$ cat config.mk
export PLATFORM = sky130hd
export DESIGN_NAME = paddle_ctrl
export DESIGN_NICKNAME = d
export VERILOG_FILES = /design/src/rtl/paddle_ctrl.sv
export SDC_FILE = /design/constraint.sdc
export NUM_CORES = 1
export LEC_CHECK = 0
export BUFFER_PORTS_ARGS = -buffer_cell sky130_fd_sc_hd__buf_2
export CAP_MARGIN = 10
export CORE_MARGIN = 3
export CORE_UTILIZATION = 50
export DETAILED_ROUTE_END_ITERATION = 16
export HOLD_SLACK_MARGIN = 0.05
export MAX_ROUTING_LAYER = met4
export PLACE_DENSITY = 0.75
export SLEW_MARGIN = 15
export SYNTH_ARGS = -nofsm -noshare
export SYNTH_HDL_FRONTEND = slang
export SYNTH_SLANG_ARGS = --single-unit
export TNS_END_PERCENT = 1
$ cat constraint.sdc
create_clock -name PixelClock -period 3.9 [get_ports PixelClock]
set_clock_uncertainty 0.05 [all_clocks]
set_input_delay 0.39 -clock PixelClock [delete_from_list [all_inputs] [get_ports PixelClock]]
set_output_delay 0.39 -clock PixelClock [all_outputs]
set_load 0.005 [all_outputs]
$ cat src/rtl/paddle_ctrl.sv
// -----------------------------------------------------------------------------
// paddle_ctrl
//
// Generates the rectangle of one Pong paddle and its pixel-draw enable.
// The bar sits at a fixed x and moves vertically. In manual mode it follows
// the debounced up/down buttons. In auto mode it tracks the ball's vertical
// centre within a deadband. Movement happens only on ticks of a free-running
// divider and is clamped to the screen. Instantiate one per side.
//
// Ports:
//   PixelClock  in   clock
//   Reset       in   synchronous, active-high
//   btnUp       in   move-up request (asynchronous)
//   btnDown     in   move-down request (asynchronous)
//   autoMode    in   1 = track ball, 0 = buttons (asynchronous)
//   ballTop     in   [10:0] ball top y
//   xPos, yPos  in   [11:0] current pixel being drawn
//   barLeft     out  [10:0] left edge x
//   barRight    out  [10:0] right edge x
//   barTop      out  [10:0] top edge y
//   barBottom   out  [10:0] bottom edge y
//   drawBar     out  pixel lies strictly inside the bar
// -----------------------------------------------------------------------------
module paddle_ctrl #(
  parameter int pLeft      = 20,
  parameter int pTop       = 250,
  parameter int pWidth     = 10,
  parameter int pHeight    = 100,
  parameter int sHeight    = 600,
  parameter int ballHeight = 20,
  parameter int MOVE_DIV   = 50000,
  parameter int STEP       = 1,
  parameter int DEBOUNCE   = 20000,
  parameter int DEADBAND   = 4
) (
  input  logic        PixelClock,
  input  logic        Reset,
  input  logic        btnUp,
  input  logic        btnDown,
  input  logic        autoMode,
  input  logic [10:0] ballTop,
  input  logic [11:0] xPos,
  input  logic [11:0] yPos,
  output logic [10:0] barLeft,
  output logic [10:0] barRight,
  output logic [10:0] barTop,
  output logic [10:0] barBottom,
  output logic        drawBar
);

  // Counter widths sized so the terminal values always fit, even when the
  // divider or debounce length is 1.
  localparam int TW = $clog2(MOVE_DIV + 1);
  localparam int DW = $clog2(DEBOUNCE + 1);

  typedef enum logic [1:0] {HOLD, UP, DOWN} state_t;

  state_t        state;
  state_t        state_next;
  logic          move_up;
  logic          move_down;

  logic [1:0]    up_sync;
  logic [1:0]    down_sync;
  logic [1:0]    auto_sync;

  // Index 0 = up button, index 1 = down button.
  logic [1:0]    synced;
  logic [1:0]    deb;
  logic [DW-1:0] deb_cnt [2];

  logic [TW-1:0] tick_cnt;
  logic          tick;

  logic [10:0]   bar_y;
  logic [11:0]   bar_y_ext;
  logic [11:0]   ball_c;
  logic [11:0]   bar_c;

  // ---------------------------------------------------------------------------
  // Two-flop synchronisers for the asynchronous inputs.
  // ---------------------------------------------------------------------------
  // NOTE: every clocked process uses non-blocking (<=) assignments so all
  // flops update together from pre-edge values; blocking here would let a
  // later flop see an earlier flop's new value and collapse the sync chain.
  always_ff @(posedge PixelClock) begin
    if (Reset) begin
      up_sync   <= '0;
      down_sync <= '0;
      auto_sync <= '0;
    end else begin
      up_sync   <= {up_sync[0],   btnUp};
      down_sync <= {down_sync[0], btnDown};
      auto_sync <= {auto_sync[0], autoMode};
    end
  end

  assign synced = {down_sync[1], up_sync[1]};

  // ---------------------------------------------------------------------------
  // Debounce: a new level is accepted only after it has differed from the
  // accepted level for DEBOUNCE consecutive cycles; any return clears the run.
  // ---------------------------------------------------------------------------
  always_ff @(posedge PixelClock) begin
    if (Reset) begin
      deb <= '0;
      for (int i = 0; i < 2; i++) deb_cnt[i] <= '0;
    end else begin
      for (int i = 0; i < 2; i++) begin
        if (synced[i] == deb[i]) begin
          deb_cnt[i] <= '0;
        end else if (deb_cnt[i] == DW'(DEBOUNCE - 1)) begin
          deb[i]     <= synced[i];
          deb_cnt[i] <= '0;
        end else begin
          deb_cnt[i] <= deb_cnt[i] + 1'b1;
        end
      end
    end
  end

  // ---------------------------------------------------------------------------
  // Free-running movement tick divider; unaffected by mode or state.
  // ---------------------------------------------------------------------------
  always_ff @(posedge PixelClock) begin
    if (Reset) begin
      tick_cnt <= '0;
    end else if (tick) begin
      tick_cnt <= '0;
    end else begin
      tick_cnt <= tick_cnt + 1'b1;
    end
  end

  assign tick = (tick_cnt == TW'(MOVE_DIV - 1));

  // ---------------------------------------------------------------------------
  // FSM: state register / next-state logic / output decode.
  // ---------------------------------------------------------------------------
  always_ff @(posedge PixelClock) begin
    if (Reset) state <= HOLD;
    else       state <= state_next;
  end

  assign bar_y_ext = {1'b0, bar_y};
  assign ball_c    = {1'b0, ballTop} + 12'(ballHeight / 2);
  assign bar_c     = bar_y_ext + 12'(pHeight / 2);

  // NOTE: the default assignment at the top of this block guarantees the
  // output is written on every path, so no latch is inferred.
  always_comb begin
    state_next = HOLD;
    if (!auto_sync[1]) begin
      if (deb[0] && !deb[1])      state_next = UP;
      else if (deb[1] && !deb[0]) state_next = DOWN;
    end else begin
      if (ball_c + 12'(DEADBAND) < bar_c)      state_next = UP;
      else if (ball_c > bar_c + 12'(DEADBAND)) state_next = DOWN;
    end
  end

  always_comb begin
    move_up   = (state == UP);
    move_down = (state == DOWN);
  end

  // ---------------------------------------------------------------------------
  // Bar position: one step per tick, clamped at the top and bottom of screen.
  // ---------------------------------------------------------------------------
  always_ff @(posedge PixelClock) begin
    if (Reset) begin
      bar_y <= 11'(pTop);
    end else if (tick) begin
      if (move_up) begin
        bar_y <= (bar_y < 11'(STEP)) ? '0 : bar_y - 11'(STEP);
      end else if (move_down) begin
        bar_y <= (bar_y_ext + 12'(pHeight) + 12'(STEP) > 12'(sHeight))
                 ? 11'(sHeight - pHeight) : bar_y + 11'(STEP);
      end
    end
  end

  // ---------------------------------------------------------------------------
  // Rectangle and draw enable; strict inequalities match the ball's drawing.
  // ---------------------------------------------------------------------------
  assign barLeft   = 11'(pLeft);
  assign barRight  = 11'(pLeft + pWidth);
  assign barTop    = bar_y;
  assign barBottom = bar_y + 11'(pHeight);

  assign drawBar = (xPos > {1'b0, barLeft})  && (xPos < {1'b0, barRight}) &&
                   (yPos > {1'b0, barTop})   && (yPos < {1'b0, barBottom});

endmodule

### Yosys cells after proc, flatten, opt, wreduce, memory -nomap -nowiden

Memories as Yosys holds them, arrays and structs flattened.
Cells that the tools add are included.

| storage, ports and cells | value |
|---|---|
| bits in writable memories | 30 |
| input bits | 40 |
| word-level logic and storage cells | 95 |
| memories kept | 1 |
| flip-flop bits (word level) | 37 |

| cells by class | value |
|---|---|
| eq/ne operators | 7 |
| muxes and demuxes | 39 |
| reduce and logical (&&, ||, !) cells | 12 |
| add/sub/neg operators | 12 |
| bitwise operators | 8 |
| $lt $le $gt $ge | 8 |

Memories:

| name | depth | bits a word | read ports | clocked after Yosys merged registers in | write ports | RTL line | source |
|---|---|---|---|---|---|---|---|
| deb_cnt | 2 | 15 | 2 | 0 | 2 | 70 | `logic [DW-1:0] deb_cnt [2];` |

Operators by type and width:

| operator | count |
|---|---|
| $mux W15 | 6 |
| $mux W11 | 4 |
| $add A15 B1 Y15 const B | 2 |
| $eq A15 B15 Y1 const B | 2 |
| $add A12 B3 Y12 const B | 2 |
| $mux W1 | 24 |
| $add A16 B1 Y16 const B | 1 |
| $eq A16 B16 Y1 const B | 1 |
| $add A11 B4 Y12 const B | 1 |
| $add A11 B6 Y12 const B | 1 |
| $add A11 B7 Y12 const B | 1 |
| $add A12 B1 Y12 const B | 1 |
| $gt A12 B10 Y1 const B | 1 |
| $gt A12 B11 Y1 | 1 |
| $gt A12 B12 Y1 | 1 |
| $gt A12 B5 Y1 const B | 1 |
| $lt A12 B11 Y1 | 1 |
| $lt A12 B12 Y1 | 1 |
| $lt A12 B5 Y1 const B | 1 |
| $add A11 B1 Y11 const B | 1 |
| $add A11 B7 Y11 const B | 1 |
| $lt A11 B1 Y1 const B | 1 |
| $sub A11 B1 Y11 const B | 1 |
| $mux W2 | 5 |
| other kinds (10) | 24 |

### Logic depth before layout (Yosys ltp)

An unclocked memory read counts as a cell.

| logic depth | value |
|---|---|
| depth after elaboration | 8 |
| depth in mapped cells | 15 |
| depth with buffers taken out | 15 |

### Worst setup path before layout

No wires, ideal clock.

| path | value |
|---|---|
| path type | reg-to-reg |
| start | reg bar_y[3], in the netlist barTop[3] |
| end | reg state[1] |
| stages on the path, launching flop included | 16 |
| required time | 3730 ps |
| path buffers | 0 |
| arrival time | 2954 ps |
| library setup time | 120 ps |
| slack | 776 ps |
| cells stage by stage | dfxtp_1 ha_1 nand2_1 and2_1 xnor2_1 nand2b_1 or3_1 nor2_1 xnor2_1 ha_1 a21o_1 a21o_1 a21oi_1 o211ai_1 a21oi_1 a21oi_1 |

| on the way | value |
|---|---|
| longest elaborated chain between the ends | 6 |
| elaborated cells between the ends (all ways) | 7 |
| those cells by class | add/sub: 2; order compare: 2; mux: 3 |

RTL lines:

| item | RTL line | source |
|---|---|---|
| start, declared | 75 | `logic [10:0] bar_y;` |
| start signal, assigned | 172 | `bar_y <= 11'(pTop);` |
| start signal, assigned | 175 | `bar_y <= (bar_y < 11'(STEP)) ? '0 : bar_y - 11'(STEP);` |
| start signal, assigned | 177 | `bar_y <= (bar_y_ext + 12'(pHeight) + 12'(STEP) > 12'(sHeight))` |
| $add A11 B6 Y12 (*) | 147 | `assign bar_c = bar_y_ext + 12'(pHeight / 2);` |
| $add A12 B3 Y12 | 158 | `else if (ball_c > bar_c + 12'(DEADBAND)) state_next = DOWN;` |
| $gt A12 B12 Y1 | 158 |  |
| $mux W2 | 158 |  |
| $mux W2 (*) | 157 | `if (ball_c + 12'(DEADBAND) < bar_c) state_next = UP;` |
| $mux W2 (*) | 153 | `if (!auto_sync[1]) begin` |
| end signal, assigned | 142 | `else state <= state_next;` |
| end, declared | 58 | `state_t state;` |

Every way passes the cells marked *; elsewhere a longest branch is shown, timed or not.
A chain may end at the register's enable or synchronous reset.

### Worst setup path in the final report

| path | value |
|---|---|
| start | reg bar_y[2], in the netlist barTop[2] |
| end | out drawBar |

| on the way | value |
|---|---|
| longest elaborated chain between the ends | 3 |
| elaborated cells between the ends (all ways) | 5 |
| those cells by class | add/sub: 1; order compare: 2; reduce/logical: 2 |

RTL lines:

| item | RTL line | source |
|---|---|---|
| $add A11 B7 Y11 or $gt A12 B11 Y1 (tied branches) | 189, 192 |  |
| $lt A12 B11 Y1 or $logic_and A1 B1 Y1 (tied branches) | 192, 191 |  |
| $logic_and A1 B1 Y1 (*) | 192 | `(yPos > {1'b0, barTop}) && (yPos < {1'b0, barBottom});` |
| end, declared | 48 | `output logic drawBar` |

Marked as above.

==> run_results.csv <==
group,metric,value,unit
worst_hold_path,hold_path.class,"input pin to flip-flop",
timing,period_share,93.9,%
logic_synthesis,netlist_top_cells_area,"edfxtp_1, dfxtp_1, ha_1, xnor2_1, xor2_1",
cells_and_area,finalInstanceArea,6450,sq um
logic_synthesis,synth_top_area_cell,"edfxtp_1",
critical_path,startpoint_type,"flip-flop",
timing,finalMaxSlewViolations,0,
grt,grt_pass1_wl,21700,um
clocking,cts_tree,"done",
clocking,holdBufCountCts,0,
logic_synthesis,synth_top_area_share,15.8,%
clocking,root_buffer,"clkbuf_16",
critical_path,cp_max_fo,11,
status,status,"completed",
power_and_ir_drop,peakVddDrop,0.221,mV
placed_design,dpl.hpwl,10000,um
drt,viasPerCell,5.54,
run,max_cap_viol_count,0,
critical_path,reg2reg_slack,0.40,ns
worst_hold_path,holdPathEnd,"down_sync[0]$_SDFF_PP0_",
timing,tightest_slew,0.638,ns
placed_design,place_ws,0.377,ns
placed_design,place_congestion,0.924,
drt,drtIter0Drc,400,
logic_synthesis,synth-main-ff-cell,"dfxtp_1",
cells_and_area,fin_util,58.7,%
drt,drt_wl_total,13200,um
cells_and_area,layout.cells.non_filler,910,
floorplan,fp-row-count,38,
placed_design,io_buffers,62,
grt,grt_overflow,0,
critical_path,cp-end-kind,"output pin",
clocking,numCtsBuffers,9,
critical_path,cpLargestDelayFamily,"compound AO/OA/AOI/OAI gates",
power_and_ir_drop,p_leak,2.72,nW
timing,hold_slack,0.224,ns
critical_path,crit_type,"flip-flop to output pin",
floorplan,ioPinCount,85,
worst_hold_path,min_from,"btnDown",
cells_and_area,layout.nets,863,
clocking,clock-sinks,67,
timing,relSlewSlack,57.3,%
cells_and_area,area_delta_synth_final,13.2,%
floorplan,die_x,113,um
grt,grt_max_degree,33,
logic_synthesis,ys_seq_area_share,28.8,%
cells_and_area,num_antenna_cells,0,
timing,hold_violations,0,
grt,antenna_found_initial,0,
grt,grt_util_all_layers,21.1,%
cells_and_area,ff_latch_area,1640,sq um
drt,num_vias,5041,
clocking,cts_buffer_depth,2,
drt,wl_per_cell,14.5,um
critical_path,cp_slowest_cell,"a2111oi_0",
logic_synthesis,synth.most_common_cell,"nor2_1",
logic_synthesis,synthTopCellsByCount,"nor2_1, ha_1, nand2_1, xnor2_1, xor2_1",
critical_path,slowest_delay,0.43,ns
critical_path,rr_startpoint,"barTop[2]$_SDFFE_PP0P_",
grt,grt_pass1_vias,4773,
floorplan,start_util,51.9,%
floorplan,core_area,11000,sq um
timing,worst_slack,0.238,ns
timing,min_period,3.66,ns
critical_path,required,3.46,ns
drt,drcViolationCount,0,
clocking,worstSkewPairLatency,0.33,ns
logic_synthesis,ys_seq_elements,67,
worst_hold_path,holdPathStages,2,
clocking,clk_pin_slew,0.06,ns
critical_path,r2r_cells,15,
power_and_ir_drop,power_density,273,nW/um^2
placed_design,dpl-instance-area,6140,sq um
logic_synthesis,synth_cells,679,
cells_and_area,drive_gt1_share,13.1,%
drt,ant_nets,0,
logic_synthesis,ys_types,74,
logic_synthesis,synth_edf_count,30,
logic_synthesis,yosys_warnings,0,
power_and_ir_drop,total_power,1.76,mW
timing,setup_viol,0,
cells_and_area,n_fill_cell,1001,
logic_synthesis,synth_area,5700,sq um
floorplan,die_h,113,um
critical_path,worstPathCellList,"ha_2 -> a211oi_4 -> nor2_1 -> xnor2_1 -> inv_1 -> ha_1 -> a2111oi_0 -> nand3_1 -> a221oi_1 -> o21ai_0 -> nor3_1 -> buf_2",
critical_path,arrival,3.22,ns
cells_and_area,multi_input_area,3830,sq um
clocking,cts_resized,0,
timing,rsz0062_at_grt,"false",
logic_synthesis,async_reset_ff_share,0,%
timing,clock.fmax,273,MHz
critical_path,cp.depth,12,
clocking,post_cts_buffers,0,
drt,drtPass1Iterations,5,
placed_design,dp_cells,894,
critical_path,crit_buf_inv,2,
critical_path,r2r_end,"state[1]$_SDFF_PP0_",
timing,fin_setup_tns,0,ns
clocking,h-tree-depth,3,
floorplan,die_area,12700,sq um
logic_synthesis,syn_area_per_cell,8.39,sq um
[kinds of logic (layout without fill, tap and decap cells)]
group           count (synthesis)  count (layout)  share of synthesized area, %
xor+xnor                       79              79                          12.1
buf+inv                        82             123                          7.38
mux                             2               2                         0.351
compound gates                125             125                          15.2
fa+ha+maj                      58              58                          12.7
simple gates                  264             264                          23.3
other cells                     2              52                         0.132
flops                          67              67                          28.8
[layer usage]
metal	track usage (%)	wire, um	part of all wire, %
met5	-	0	0
met4	5.69	240	1.8
met3	4.49	747	5.7
met2	34.7	6310	48
met1	26.5	5890	45
[final cells by class]
cell class | instances | area share [%]
clock buffers | 9 | 3.49
clock inverters | 7 | 1.07
inverters | 39 | 2.27
multi-input cells | 580 | 59.5
flip-flops and latches | 67 | 25.5
well taps | 140 | 2.72
repair buffers | 68 | 5.51
[how the worst max path moves through the flow]
| stage | slack [ns] | startpoint | endpoint |
|---|---|---|---|
| after detailed placement | 0.38 | ballTop[1] | state[0]$_SDFF_PP0_ |
| final | 0.24 | barTop[2]$_SDFFE_PP0P_ | drawBar |
| after floorplan | 0.78 | barTop[3]$_SDFFE_PP1P_ | state[1]$_SDFF_PP0_ |
| after CTS | 0.1 | barTop[2]$_SDFFE_PP0P_ | drawBar |
| after global routing | 0.04 | barTop[2]$_SDFFE_PP0P_ | drawBar |
| after global placement | 0.50 | ballTop[1] | state[0]$_SDFF_PP0_ |
[registers in the layout, summed over array words and instances, names as in the netlist]
name,cells
auto_sync,2
barTop,11
up_sync,2
deb,2
deb_cnt,30
down_sync,2
state,2
tick_cnt,16
[layout by cell type (no fill, tap or decap), types with 29 or more instances in the layout]
cell type and count:
a21oi_1 35, buf_2 62, conb_1 52, dfxtp_1 36, edfxtp_1 30, ha_1 57
inv_1 37, nand2_1 45, nand3_1 29, nor2_1 84, xnor2_1 40, xor2_1 39
[worst register-to-register path: stages, from the launching register on]
cell	delay (ns)
dfxtp_1	0.54
ha_2	0.35
nand2_1	0.11
and2_1	0.18
xnor2_1	0.30
nand2b_1	0.14
or3_1	0.35
nor2_1	0.17
xnor2_1	0.10
ha_1	0.31
a21o_1	0.17
a21o_1	0.17
a21oi_1	0.14
o211ai_1	0.11
a21oi_1	0.13
a21oi_1	0.05
[where the power goes]
part / switching [mW] / internal [mW] / leakage, nW
Clock: 0.309 / 0.492 / 0.143
Combinational: 0.106 / 0.0818 / 1.97
Sequential: 0.0161 / 0.753 / 0.609
Total: 0.431 / 1.33 / 2.72
Note: power is estimated with default switching activity, not from simulation.
